File: src/rtl/hack_pkg.sv
// ============================================================================
// Module      : hack_pkg
// Description : Shared encodings and default widths for Hack peripherals.
// Revision    : 1.0 - initial release
// ============================================================================
`default_nettype none

package hack_pkg;

    localparam int C_DEF_WIDTH   = 16;
    localparam int C_DEF_PRESC_W = 8;

    typedef enum logic {
        ST_IDLE = 1'b0,
        ST_RUN  = 1'b1
    } state_e;

endpackage : hack_pkg

`default_nettype wire

File: src/rtl/tick_prescaler.sv
// ============================================================================
// Module      : tick_prescaler
// Description : Free-running divider; tick is high every prescale+1 enabled cycles.
// Revision    : 1.0 - initial release
// ============================================================================
`default_nettype none

module tick_prescaler
    import hack_pkg::*;
#(
    parameter int PRESC_W = C_DEF_PRESC_W
) (
    input  logic               clk,
    input  logic               rst_n,
    input  logic               clear,
    input  logic               enable,
    input  logic [PRESC_W-1:0] prescale,
    output logic               tick
);

    logic [PRESC_W-1:0] r_presc_cnt;
    logic               w_wrap;

    assign w_wrap = (r_presc_cnt == prescale);
    assign tick   = enable && !clear && w_wrap;

    always_ff @(posedge clk or negedge rst_n) begin
        if (!rst_n) begin
            r_presc_cnt <= '0;
        end else if (clear) begin
            r_presc_cnt <= '0;
        end else if (enable) begin
            if (w_wrap) begin
                r_presc_cnt <= '0;
            end else begin
                r_presc_cnt <= r_presc_cnt + PRESC_W'(1);
            end
        end
    end

endmodule : tick_prescaler

`default_nettype wire

File: src/rtl/countdown_timer16.sv
// ============================================================================
// Module      : countdown_timer16
// Description : Loadable down-counter with prescaler, one-shot/auto-reload,
//               expiry strobe and sticky interrupt flag.
// Revision    : 1.0 - initial release
// ============================================================================
`default_nettype none

module countdown_timer16
    import hack_pkg::*;
#(
    parameter int WIDTH   = C_DEF_WIDTH,
    parameter int PRESC_W = C_DEF_PRESC_W
) (
    input  logic               clk,
    input  logic               rst_n,
    input  logic               load,
    input  logic [WIDTH-1:0]   load_val,
    input  logic               start,
    input  logic               stop,
    input  logic               auto_reload,
    input  logic [PRESC_W-1:0] prescale,
    input  logic               irq_clr,
    output logic [WIDTH-1:0]   count,
    output logic               busy,
    output logic               expired,
    output logic               irq
);

    state_e           r_state;
    state_e           w_state_nxt;
    logic [WIDTH-1:0] r_count;
    logic [WIDTH-1:0] w_count_nxt;
    logic [WIDTH-1:0] r_reload;
    logic [WIDTH-1:0] w_reload_nxt;
    logic [WIDTH-1:0] w_start_val;
    logic             r_busy;
    logic             r_expired;
    logic             w_expired_nxt;
    logic             r_irq;
    logic             w_irq_nxt;
    logic             w_tick;
    logic             w_presc_en;
    logic             w_presc_clear;

    // The divider is held at zero outside RUN so every start begins a full period.
    assign w_presc_en    = (r_state == ST_RUN);
    assign w_presc_clear = (r_state != ST_RUN) || stop;

    tick_prescaler #(
        .PRESC_W (PRESC_W)
    ) u_prescaler (
        .clk      (clk),
        .rst_n    (rst_n),
        .clear    (w_presc_clear),
        .enable   (w_presc_en),
        .prescale (prescale),
        .tick     (w_tick)
    );

    always_ff @(posedge clk or negedge rst_n) begin
        if (!rst_n) begin
            r_state   <= ST_IDLE;
            r_count   <= '0;
            r_reload  <= '0;
            r_busy    <= 1'b0;
            r_expired <= 1'b0;
            r_irq     <= 1'b0;
        end else begin
            r_state   <= w_state_nxt;
            r_count   <= w_count_nxt;
            r_reload  <= w_reload_nxt;
            r_busy    <= (w_state_nxt == ST_RUN);
            r_expired <= w_expired_nxt;
            r_irq     <= w_irq_nxt;
        end
    end

    // Start in IDLE is judged against the value being loaded in the same cycle.
    assign w_start_val = load ? load_val : r_count;

    always_comb begin
        w_state_nxt   = r_state;
        w_count_nxt   = r_count;
        w_reload_nxt  = r_reload;
        w_expired_nxt = 1'b0;
        w_irq_nxt     = irq_clr ? 1'b0 : r_irq;

        case (r_state)
            ST_IDLE: begin
                if (load) begin
                    w_reload_nxt = load_val;
                    w_count_nxt  = load_val;
                end
                if (start && !stop) begin
                    if (w_start_val != '0) begin
                        w_state_nxt = ST_RUN;
                    end else begin
                        w_expired_nxt = 1'b1;
                        w_irq_nxt     = 1'b1;
                    end
                end
            end

            ST_RUN: begin
                if (load) begin
                    w_reload_nxt = load_val;
                end
                if (stop) begin
                    w_state_nxt = ST_IDLE;
                end else if (r_count == '0) begin
                    // Unreachable in normal use; never decrement past zero.
                    w_state_nxt = ST_IDLE;
                end else if (w_tick) begin
                    if (r_count == WIDTH'(1)) begin
                        w_expired_nxt = 1'b1;
                        w_irq_nxt     = 1'b1;
                        if (auto_reload && (r_reload != '0)) begin
                            w_count_nxt = r_reload;
                        end else begin
                            w_count_nxt = '0;
                            w_state_nxt = ST_IDLE;
                        end
                    end else begin
                        w_count_nxt = r_count - WIDTH'(1);
                    end
                end
            end

            default: begin
                w_state_nxt = ST_IDLE;
            end
        endcase
    end

    assign count   = r_count;
    assign busy    = r_busy;
    assign expired = r_expired;
    assign irq     = r_irq;

endmodule : countdown_timer16

`default_nettype wire
File: config.mk
export PLATFORM = sky130hd
export DESIGN_NAME = countdown_timer16
export DESIGN_NICKNAME = d
export VERILOG_FILES = /design/src/rtl/hack_pkg.sv /design/src/rtl/tick_prescaler.sv /design/src/rtl/countdown_timer16.sv
export SDC_FILE = /design/constraint.sdc
export NUM_CORES = 1
export LEC_CHECK = 0
export CAP_MARGIN = 0
export CORE_UTILIZATION = 50
export DETAILED_ROUTE_END_ITERATION = 7
export GPL_TIMING_DRIVEN = 0
export PLACE_DENSITY = 0.75
export SLEW_MARGIN = 20
export SYNTH_ARGS = -nofsm -noshare
export SYNTH_HDL_FRONTEND = slang
export SYNTH_SLANG_ARGS = --single-unit
File: constraint.sdc
create_clock -name clk -period 3.8 [get_ports clk]
set_input_delay 0.57 -clock clk [delete_from_list [all_inputs] [get_ports clk]]
set_output_delay 0.57 -clock clk [all_outputs]
set_load 0.01 [all_outputs]
==> run_results.csv, run 1 <==
group,metric,value,unit
yosys,ys_seq_elements,43,
yosys,syn-num-nets,313,
worst_setup_path,required,4.02,ns
yosys,yosysTopAreaCellShare,42.4,%
power,vdd_drop_max,0.000242,V
global_route,grt-busiest-layer,"met2",
sta,hold_violations,0,
yosys,synthArstFlopShare,100,%
yosys,synth_edf_count,0,
global_route,met1_usage,39.7,%
final_layout,fill_cells,412,
placed_design,place_ws,1.00,ns
yosys,yosys_warnings,0,
clock_tree,post_cts_buffers,0,
worst_hold_path,min_path_type,"input pin to async pin",
run,drv_cap,0,
clock_tree,clk_latency,0.30,ns
power,leakage,1.30,nW
clock_tree,clock_sinks,43,
placed_design,place_congestion,0.908,
yosys,syn_area_per_cell,9.12,um^2
sta,fin_crit,2.90,ns
detailed_routing,drt_iter0_drc,279,
global_route,antenna_found_initial,0,
worst_setup_path,endpoint_kind,"flop",
yosys,yosysUniqueCellTypes,42,
sta,worst_pin_slew,0.838,ns
yosys,synth_top_cells_by_area,"dfrtp_1 (42%), o21ai_0 (5.5%), xnor2_1 (5.5%), mux2_2 (3.6%), a21oi_1 (3.4%)",
worst_setup_path,reg2reg_depth,8,
power,p_per_area,399,mW/mm^2
sta,setup_viol,0,
worst_setup_path,path_max_fanout,10,
final_layout,area_delta_synth_final,26.5,%
clock_tree,cts_tree,"built",
yosys,synth_area,0.00253,mm^2
final_layout,register_area,0.00108,mm^2
detailed_routing,drt_first_pass_iters,5,
clock_tree,path_clk_slew,0.08,ns
sta,setup-tns-final,0,ns
detailed_routing,antenna_left,0,
yosys,synth_area_leader_cell,"dfrtp_1",
sta,min_period_over_period,76.2,%
placed_design,dp_hpwl,5000,um
yosys,yosysMostFrequentCell,"dfrtp_1",
final_layout,nNetsFinal,369,
die,start_util,53.0,%
global_route,met2_usage,42.6,%
yosys,synth_seq_area_share,42.4,%
yosys,ys.flop_type,"dfrtp_1",
sta,max_slew_margin,43.9,%
global_route,grt-ovfl-total,0,
worst_setup_path,worstSetupStartpointType,"flop",
clock_tree,ctsHoldBuffers,0,
clock_tree,cts_resized,0,
yosys,synth_cells,278,
die,die_area,0.00536,mm^2
run_status,status,"finished clean",
sta,rsz0062_at_grt,"false",
global_route,grt_max_degree,25,
worst_setup_path,crit_type,"flop to flop",
clock_tree,clockRootBuffer,"clkbuf_8",
clock_tree,htreeDepth,2,
sta,fin_ws,0.905,ns
yosys,synth_common_cells,"dfrtp_1 (43), o21ai_0 (28), nor2_1 (19)",
worst_setup_path,arrival,3.11,ns
clock_tree,cts_buffers,5,
sta,drv_slew,0,
die,die_h,73.2,um
die,ioPinCount,50,
sta,clock_skew,0.00700,ns
sta,fmax,345,MHz
die,fp.dieW,73.2,um
final_layout,multi_input_area,0.00135,mm^2
global_route,track_usage,28.2,%
final_layout,fin_util,67.0,%
global_route,grt_use_met3,6.22,%
clock_tree,clockBufferDepth,2,
detailed_routing,wl,6910,um
placed_design,port_buffers,48,
detailed_routing,vias_per_cell,5.95,
detailed_routing,remaining_drc_errors,0,
die,rows,25,
final_layout,drive_gt1_share,7.16,%
detailed_routing,vias,2390,
global_route,grt_pass1_vias,2297,
power,power,1.28,mW
detailed_routing,drt-wirelength-per-cell,17.2,um
global_route,grt_first_pass_wirelength,11300,um
die,coreArea,0.00479,mm^2
final_layout,antenna_cells,0,
## cell usage in the layout, fill, tap and decap left out, types with 2 or more instances in the layout
master           instances
and4_1                   2
a22o_1                   2
a22oi_1                  8
clkbuf_8                 5
inv_1                   14
nor2_1                  19
xnor2_1                 16
a31oi_1                  5
dfrtp_1                 43
nor4_1                  11
ha_1                     4
clkbuf_1                12
o211ai_1                 3
or3_1                    6
a21oi_1                 17
clkdlybuf4s50_1         47
o21ai_0                 28
nand2_1                 17
o31ai_1                  2
xor2_1                   7
nor3_1                   3
nand3_1                 13
nand2b_1                 8
nand4_1                  5
mux2_2                   8
mux2i_1                  7
clkinv_2                 3
## logic make-up after synthesis
group | after synthesis | synth area share (%)
multiplexers | 15 | 6.32
AO/OA/AOI/OAI | 75 | 18.0
XOR/XNOR | 23 | 7.95
AND/OR/NAND/NOR | 91 | 19.0
adder cells (fa/ha/maj) | 4 | 1.97
flip-flops | 43 | 42.4
buffers and inverters | 27 | 4.29
## power breakdown
| part | switching (mW) | total, mW | internal [mW] |
|---|---|---|---|
| combinational | 0.197 | 0.405 | 0.208 |
| clock | 0.161 | 0.287 | 0.126 |
| sequential | 0.0747 | 0.586 | 0.511 |
| total | 0.433 | 1.28 | 0.845 |
## worst paths after layout
| kind | start | to | slack (ns) |
|---|---|---|---|
| worst min register to register | irq | irq | 0.51 |
| worst max register to register | count[4] | count[0] | 0.90 |
| worst min-delay path | rst_n | count[3] | 0.23 |
| worst max-delay path | count[4] | count[0] | 0.90 |
| max in group asynchronous | rst_n | r_reload[13] | 3.09 |
| min in group clk | irq | irq | 0.51 |
## sequential cells by signal (all words and copies together), names as in the netlist
name,cells
busy,1
irq,1
r_reload,16
expired,1
count,16
u_prescaler.r_presc_cnt,8
## routing by layer
layer,vias up,share of wire (%)
li1,1121,-
met5,-,0
met2,146,43
met1,1103,45
met3,20,9.1
met4,0,1.9
## layout make-up
type	instances	share of cell area, %
Timing Repair Buffer	49	15.7
Sequential cell	43	33.6
Tap cell	67	2.62
Inverter	14	1.64
Multi-Input combinational cell	208	42.1
Clock buffer	5	2.15
Clock inverter	3	0.468
Buffer	13	1.76
## per-stage QoR
| step | cell area (um^2) | instances | hold slack (ns) |
|---|---|---|---|
| after floorplan | 2530 | 278 | 0.274 |
| after detailed placement | 3120 | 394 | 0.489 |
| final | 3210 | 402 | 0.228 |
| after CTS | 3210 | 402 | 0.248 |
| after global routing | 3210 | 402 | 0.273 |
| after global placement | 3100 | 393 | 0.478 |
## worst max-delay path: stages (launching register included)
cell and delay [ns]:
dfrtp_1 0.45, or3_1 0.40, buf_6 0.15, nor3_1 0.37, nand3_1 0.24, a21oi_1 0.35
clkbuf_1 0.55, a22oi_1 0.19, o21ai_0 0.11
Note: power is estimated with default switching activity, not from simulation.
==> run 2: changes to the inputs <==
==> constraint.sdc (replaced) <==
create_clock -name clk -period 3 [get_ports clk]
set_input_delay 0.45 -clock clk [delete_from_list [all_inputs] [get_ports clk]]
set_output_delay 0.45 -clock clk [all_outputs]
set_load 0.01 [all_outputs]
==> run_results.csv, run 2 (same netlist as run 1, synthesis figures left out) <==
group,metric,value,unit
run_status,status,"finished clean",
worst_setup_path,rrSetupSlack,0.20,ns
detailed_routing,antenna_left,0,
worst_setup_path,required,3.15,ns
worst_setup_path,worstSetupStartpointType,"flop",
sta,hold_violations,0,
clock_tree,path_clk_slew,0.09,ns
global_route,grt_max_degree,25,
worst_setup_path,path_max_fanout,10,
detailed_routing,vias,2363,
worst_setup_path,arrival,2.95,ns
sta,fin_crit,2.80,ns
sta,worst_pin_slew,0.670,ns
detailed_routing,drt-wirelength-per-cell,17.2,um
detailed_routing,drt_iter0_drc,249,
die,ioPinCount,50,
detailed_routing,drt_first_pass_iters,6,
worst_setup_path,r2r-start,"count[4]",
die,coreArea,0.00479,mm^2
global_route,met1_usage,39.7,%
global_route,grt-ovfl-total,0,
power,leakage,1.30,nW
placed_design,dp_hpwl,5000,um
power,p_per_area,505,mW/mm^2
run,drv_cap,0,
worst_setup_path,crit_type,"flop to flop",
global_route,grt_first_pass_wirelength,11300,um
worst_setup_path,critPathLaunch,"count[4]",
clock_tree,clock_sinks,43,
sta,fmax,358,MHz
global_route,grt-busiest-layer,"met2",
global_route,track_usage,28.2,%
die,die_area,0.00536,mm^2
final_layout,nNetsFinal,369,
die,fp.dieW,73.2,um
detailed_routing,remaining_drc_errors,0,
sta,setup-tns-final,0,ns
clock_tree,ctsHoldBuffers,0,
final_layout,drive_gt1_share,7.76,%
die,rows,25,
die,start_util,53.0,%
die,die_h,73.2,um
placed_design,place_congestion,0.908,
worst_setup_path,worstReg2RegEnd,"count[10]",
clock_tree,cts_buffers,5,
final_layout,area_delta_synth_final,26.6,%
global_route,antenna_found_initial,0,
clock_tree,clockRootBuffer,"clkbuf_8",
power,vdd_drop_max,0.000308,V
global_route,grt_pass1_vias,2297,
sta,rsz0062_at_grt,"false",
detailed_routing,vias_per_cell,5.88,
sta,clock_skew,0.00775,ns
worst_hold_path,min_path_type,"input pin to async pin",
worst_setup_path,crit_end,"count[10]",
clock_tree,cts_tree,"built",
sta,setup_viol,0,
worst_setup_path,reg2reg_depth,7,
final_layout,final_common_cell,"clkdlybuf4s50_1",
clock_tree,clk_latency,0.30,ns
clock_tree,clockBufferDepth,2,
worst_setup_path,endpoint_kind,"flop",
detailed_routing,wl,6920,um
final_layout,fin_util,67.1,%
global_route,grt_use_met3,6.22,%
sta,max_slew_margin,55.3,%
global_route,met2_usage,42.6,%
power,power,1.62,mW
placed_design,port_buffers,48,
sta,drv_slew,0,
final_layout,final_cell_mix,"clkdlybuf4s50_1 (47), dfrtp_1 (43), o21ai_0 (28)",
final_layout,antenna_cells,0,
sta,min_period_over_period,93.2,%
clock_tree,htreeDepth,2,
-- run 2: cell count changes in the layout (fill, tap and decap cells not counted) --
cell,previous run,this run
clkbuf_1,12,11
nor2_2,0,1
nor2_1,19,18
clkbuf_2,0,1
-- run 2: worst min path at each step --
stage,slack (ns),end,startpoint,cells past startpoint
5_1_grt,0.15,count[1],rst_n,1
4_1_cts,0.13,r_reload[14],rst_n,1
3_5_place_dp,0.45,count[2],rst_n,1
3_3_place_gp,0.48,irq,irq,2
2_1_floorplan,0.15,busy,rst_n,0
6_report,0.11,count[3],rst_n,1
-- run 2: area by class of cell --
| class | instances | area (um^2) |
|---|---|---|
| Inverter | 14 | 52.6 |
| Timing Repair Buffer | 49 | 503 |
| Tap cell | 67 | 83.8 |
| Clock inverter | 3 | 15.0 |
| Fill cell | 412 | 1580 |
| Clock buffer | 5 | 68.8 |
| Sequential cell | 43 | 1080 |
| Multi-Input combinational cell | 208 | 1350 |
| Buffer | 13 | 57.6 |
-- run 2: per-stage QoR --
| stage | std cells | hold slack (ns) | cell area (um^2) | setup WS, ns |
|---|---|---|---|---|
| after CTS | 402 | 0.128 | 3210 | 0.161 |
| after global placement | 393 | 0.478 | 3100 | 0.193 |
| after global routing | 402 | 0.153 | 3210 | 0.0720 |
| final | 402 | 0.107 | 3210 | 0.204 |
| after detailed placement | 394 | 0.447 | 3120 | 0.205 |
| after floorplan | 278 | 0.154 | 2530 | 0.443 |
-- run 2: critical path: stages (launching register included) --
cell and delay [ns]:
dfrtp_1 0.45, or3_1 0.40, buf_6 0.15, nor3_1 0.38, nand3_1 0.24, nand3_1 0.36
clkbuf_1 0.45, o21ai_0 0.21
-- run 2: power by group --
group,internal [mW],total (mW),switching [mW]
clock network,0.160,0.364,0.204
logic,0.265,0.514,0.249
registers,0.647,0.741,0.0944
-- run 2: routing by layer --
| layer | part of all wire (%) | wire length (um) | vias to the layer above |
|---|---|---|---|
| met5 | 0 | 0 | - |
| met4 | 1.8 | 125 | 0 |
| met3 | 8.5 | 589 | 18 |
| met2 | 44 | 3030 | 118 |
| met1 | 46 | 3170 | 1104 |
| li1 | - | - | 1123 |
-- run 2: what timing repair did --
action | 4_1_cts | 5_1_grt
setup buffers | 0 | 0
resized for setup | 0 | 3
endpoints found under the setup margin | 0 | 5
